`config.mk`:
```
export PLATFORM = sky130hd
export DESIGN_NAME = uart_tx_arbiter
export DESIGN_NICKNAME = d
export VERILOG_FILES = /design/src/rtl/uart_tx_arbiter.sv
export SDC_FILE = /design/constraint.sdc
export NUM_CORES = 1
export LEC_CHECK = 0
export CAP_MARGIN = 25
export CORE_UTILIZATION = 44
export CTS_CLUSTER_DIAMETER = 50
export CTS_CLUSTER_SIZE = 25
export DETAILED_ROUTE_END_ITERATION = 8
export PLACE_DENSITY = 0.84
export SYNTH_ARGS = -nofsm -noshare
export SYNTH_HDL_FRONTEND = slang
export SYNTH_SLANG_ARGS = --single-unit
```
`constraint.sdc`:
```
create_clock -name clk_in -period 3.8 [get_ports clk_in]
set_clock_uncertainty 0.05 [all_clocks]
set_input_delay 0.57 -clock clk_in [delete_from_list [all_inputs] [get_ports clk_in]]
set_output_delay 0.57 -clock clk_in [all_outputs]
set_load 0.05 [all_outputs]
```
`src/rtl/uart_tx_arbiter.sv`:
```
// Line-granular round-robin arbiter sharing one UART transmitter among NUM_REQ byte streams.
// Optional stalled-lock revocation is built when TX_ARB_TIMEOUT_EN is defined.
module uart_tx_arbiter #(
    parameter int unsigned NUM_REQ        = 3,
    parameter int unsigned TIMEOUT_CYCLES = 4_000_000
) (
    input  logic                   clk_in,
    input  logic                   rst_in,
    input  logic [NUM_REQ*8-1:0]   char_in,
    input  logic [NUM_REQ-1:0]     char_valid_in,
    output logic [NUM_REQ-1:0]     char_ready_out,
    output logic [7:0]             tx_char_out,
    output logic                   tx_trigger_out,
    input  logic                   tx_busy_in,
    output logic [NUM_REQ-1:0]     grant_out,
    output logic                   timeout_out
);

    localparam int unsigned PtrW = (NUM_REQ > 2) ? $clog2(NUM_REQ) : 1;

    if (NUM_REQ < 2) begin : gen_bad_num_req
        $error("NUM_REQ must be at least 2");
    end
    if (TIMEOUT_CYCLES < 1) begin : gen_bad_timeout
        $error("TIMEOUT_CYCLES must be at least 1");
    end

    typedef enum logic [2:0] {StIdle, StOwn, StSend, StGap, StDrain} state_e;

    state_e          state_q, state_d;
    logic [PtrW-1:0] rr_ptr_q, rr_ptr_d;
    logic [PtrW-1:0] owner_q, owner_d;
    logic [7:0]      tx_char_q, tx_char_d;
    logic            eol_q, eol_d;

    logic [PtrW-1:0] owner_next;
    logic [PtrW-1:0] pick_idx, pick_hi, pick_any;
    logic            found_hi;
    logic            owner_valid;
    logic [7:0]      owner_char;
    logic            expire;

    assign owner_valid = char_valid_in[owner_q];
    assign owner_char  = char_in[{owner_q, 3'b000} +: 8];
    assign owner_next  = (owner_q == PtrW'(NUM_REQ - 1)) ? '0 : owner_q + 1'b1;

    // Winner: lowest valid index >= rr_ptr, else lowest valid index overall (wrap).
    always_comb begin
        pick_hi  = '0;
        pick_any = '0;
        found_hi = 1'b0;
        for (int j = NUM_REQ - 1; j >= 0; j--) begin
            if (char_valid_in[j]) begin
                pick_any = PtrW'(j);
                if (PtrW'(j) >= rr_ptr_q) begin
                    pick_hi  = PtrW'(j);
                    found_hi = 1'b1;
                end
            end
        end
        pick_idx = found_hi ? pick_hi : pick_any;
    end

`ifdef TX_ARB_TIMEOUT_EN
    localparam int unsigned CntW = $clog2(TIMEOUT_CYCLES + 1);

    logic [CntW-1:0] cnt_q, cnt_d;
    logic            timeout_q;

    always_comb begin
        expire = 1'b0;
        if (state_q == StOwn && !owner_valid && cnt_q == CntW'(TIMEOUT_CYCLES - 1)) begin
            expire = 1'b1;
        end
    end

    always_comb begin
        cnt_d = '0;
        if (state_q == StOwn && !owner_valid && !expire) begin
            cnt_d = cnt_q + 1'b1;
        end
    end

    always_ff @(posedge clk_in) begin
        if (rst_in) begin
            cnt_q     <= '0;
            timeout_q <= 1'b0;
        end else begin
            cnt_q     <= cnt_d;
            timeout_q <= expire;
        end
    end

    assign timeout_out = timeout_q;
`else
    assign expire      = 1'b0;
    assign timeout_out = 1'b0;
`endif

    always_comb begin
        state_d        = state_q;
        rr_ptr_d       = rr_ptr_q;
        owner_d        = owner_q;
        tx_char_d      = tx_char_q;
        eol_d          = eol_q;
        char_ready_out = '0;
        grant_out      = '0;
        tx_trigger_out = 1'b0;
        unique case (state_q)
            StIdle: begin
                if (|char_valid_in) begin
                    owner_d = pick_idx;
                    state_d = StOwn;
                end
            end
            StOwn: begin
                grant_out[owner_q]      = 1'b1;
                char_ready_out[owner_q] = !tx_busy_in;
                if (owner_valid && !tx_busy_in) begin
                    tx_char_d = owner_char;
                    eol_d     = (owner_char == 8'h0A);
                    state_d   = StSend;
                end else if (expire) begin
                    rr_ptr_d = owner_next;
                    state_d  = StIdle;
                end
            end
            StSend: begin
                grant_out[owner_q] = 1'b1;
                tx_trigger_out     = 1'b1;
                state_d            = StGap;
            end
            // Transmitter busy lags the trigger by a cycle, so it is not trusted here.
            StGap: begin
                grant_out[owner_q] = 1'b1;
                state_d            = StDrain;
            end
            StDrain: begin
                grant_out[owner_q] = 1'b1;
                if (!tx_busy_in) begin
                    if (eol_q) begin
                        rr_ptr_d = owner_next;
                        state_d  = StIdle;
                    end else begin
                        state_d = StOwn;
                    end
                end
            end
            default: state_d = StIdle;
        endcase
    end

    always_ff @(posedge clk_in) begin
        if (rst_in) begin
            state_q   <= StIdle;
            rr_ptr_q  <= '0;
            owner_q   <= '0;
            tx_char_q <= 8'h00;
            eol_q     <= 1'b0;
        end else begin
            state_q   <= state_d;
            rr_ptr_q  <= rr_ptr_d;
            owner_q   <= owner_d;
            tx_char_q <= tx_char_d;
            eol_q     <= eol_d;
        end
    end

    assign tx_char_out = tx_char_q;

endmodule

```
==> metrics.txt <==
Largest stage delay, worst path=0.83 ns; worst hold path class=reg2reg; EDFF count, synth=0; wire per inst=14.1 um; overall routing resource usage=24.2%; largest family of logic cells by synthesized area=simple AND/OR/NAND/NOR gates; syn nets=159; Hold EP=eol_q; Critical-path top delay cell=clkdlybuf4s50_1; cells on worst reg2reg path=5; status=completed; WHS Path Cells=2; Vias/cell=5.55; Synth Area in Simple Gates=29.7%; total number of vias=1,072; total negative slack=0 ns; DR iter-0 viols=17; detailed placement HPWL=2090 um; Leakage Power=0.479 nW; Power Density=347 nW/um^2; layout cells sized above 1=6.06%; count of final setup violators=0; Port Buffers=44; Antenna Nets Post-Route=0; Final min period=3.24 ns; Cells after Synth=129; Worst-Margin Slew=0.770 ns; switch share=36.5%; CTS Buffer Depth=2; Post-CTS Resized=0; starting density of the core=47.1%; total CTS buffers=3; Synth Area in Adders=0%; Final Wtd Congestion=0.807; Reg power frac=39.3%; vias in the first global route=1,072; crit path from=tx_busy_in; Setup crit end kind=output pin; fin nets=196; Tot Pwr=0.509 mW; Pins Over Slew Limit=0; mux cell area share after synthesis=8.65%; hold_sp=eol_q; Setup Buffers After CTS=0; diode count=0; CTS root buffer=clkbuf_4; IO Count=46; r2r endpoint=tx_char_out[4]; final worst-path cycle share=85.3%; Clock power frac=22.4%; Setup crit start kind=primary input; Hold Slack=0.440 ns; Peak Freq=309 MHz; initial antenna violation count=0; std cell rows=17; GRT overflow=0; drt first pass iters=4; Post-synth top flop=dfxtp_1; post-synth top area share=30.8%; Hold Violations, Final=0; # Max-Cap Violations=0; clk_lat worst skew=0.29 ns; Die ar.=2560 sq um; combinational power share=38.3%; post-synth top area cell=dfxtp_1; RSZ-0062 raised after global routing=false; CTS Hold Buffers Added=0; sequential area share after synthesis=30.8%; Core ar.=2210 sq um; worst r2r src=owner_q[1]; cell mode on critical path=clkdlybuf4s50_1; R2R setup slack=1.45 ns; die width=50.6 um; worst vdd ir=0.000230 V; CTS tree=built; routed wire length=2720 um; largest net degree at the start of global routing=17; Crit path required time=3.18 ns; Clock transition at path regs=0.09 ns; Post-Synth XOR/XNOR Area=0.841%; Area contributors post-synth=dfxtp_1 (31%), mux2i_1 (8.7%), nor2_1 (8.3%); area fraction in compound gates after synthesis=20.6%; Post-Syn Area=1040 sq um; TritonCTS Sinks=16; Mean Syn Cell Area=8.07 sq um; NetSw=0.186 mW; CP Cell Sequence=clkdlybuf4s50_1 > or4b_4 > nor3_1 > clkdlybuf4s50_1; area grow syn2layout=40.7%; Yosys warning count=0; ys async rst share=0%; Unique masters post-synth=37; relative slew slack=48.6%; Seq cells post-synth=16; first-pass GRT wire length=4650 um; internal power=0.323 mW; kind of critical path=in2out; Arrival @ worst endpoint=2.62 ns; critical path fanouts, max=5; H-tree depth=1; Die H=50.6 um; detailed-route DRC error count=0
cell type report:
cell class                      instances  area (sq um)
Inverter                                2          7.51
Sequential cell                        16           320
Multi-Input combinational cell         99           626
Tap cell                               28          35.0
Fill cell                             202           747
Clock buffer                            4          36.3
Timing Repair Buffer                   44           440
through the flow:
| step | setup slack (ns) | util, % | std cells | area (sq um) |
|---|---|---|---|---|
| CTS | 0.547 | 66.2 | 193 | 1470 |
| floorplan | 1.02 | - | 129 | 1040 |
| finish | 0.560 | 66.2 | 193 | 1470 |
| global placement | 0.605 | 64.6 | 189 | 1430 |
| global route | 0.483 | 66.2 | 193 | 1470 |
| detailed placement | 0.552 | 64.6 | 189 | 1430 |
state kept, by name, summed over array words and instances, names as in the netlist:
| signal | cells |
|---|---|
| tx_char_out | 8 |
| state_q | 3 |
| owner_q | 2 |
| rr_ptr_q | 2 |
| eol_q | 1 |
critical path, delay by kind of cell:
kind | cells | cell delay, ns
simple gates | 2 | 0.74
buf+inv | 2 | 1.31
routing by layer:
metal	global-route usage, %	vias up	share of wire [%]
met5	0	-	0
li1	-	530	-
met1	28.0	497	44
met4	12.5	0	1.1
met2	42.0	41	49
met3	4.24	4	5.0
power by group through the flow:
stage	Clock, mW	Combinational (mW)	Sequential [mW]
after floorplan	0	0.121	0.213
after global placement	0	0.191	0.202
after detailed placement	0	0.195	0.203
after CTS	0.119	0.195	0.199
after global routing	0.123	0.209	0.203
final	0.114	0.195	0.200
placed cells by master, fill, tap and decap left out, drive strengths merged, types with 2 or more instances in the layout:
cell type,n
nor4,3
mux2i,9
a21oi,7
a2bb2oi,3
nor2,25
a211oi,2
o2bb2ai,6
or3,2
nor3,9
nand3,4
dfxtp,16
clkbuf,4
nand2b,4
o21ai,3
inv,2
nand2,5
clkdlybuf4s50,44
nor2b,2
o22ai,2
synth_stat cells, types with 2 or more instances:
cell and instances:
nand3_1 4, nand2b_1 4, or3_1 2, nor4_1 3, inv_1 2, o2bb2ai_1 6, nor2_4 2, buf_6 3
nor2_1 23, nand2_1 5, o21ai_0 3, o22ai_1 2, nor2b_1 2, dfxtp_1 16, nor3_1 8, a2bb2oi_1 3
mux2i_1 9, a21oi_1 7, clkbuf_1 3, buf_4 5
kinds of logic (layout without fill, tap and decap cells):
logic type | Yosys count | count (layout)
XOR/XNOR | 1 | 1
flip-flops | 16 | 16
AND/OR/NAND/NOR | 59 | 59
other | 1 | 1
AO/OA/AOI/OAI | 29 | 29
multiplexers | 9 | 9
buffers and inverters | 14 | 50
worst max path at each step:
stage	endpoint	slack [ns]
after floorplan	char_ready_out[0]	1.02
after global placement	char_ready_out[0]	0.60
after detailed placement	char_ready_out[0]	0.55
after CTS	char_ready_out[0]	0.55
after global routing	char_ready_out[0]	0.48
final	char_ready_out[0]	0.56
Power figures use the tool's default switching activity.
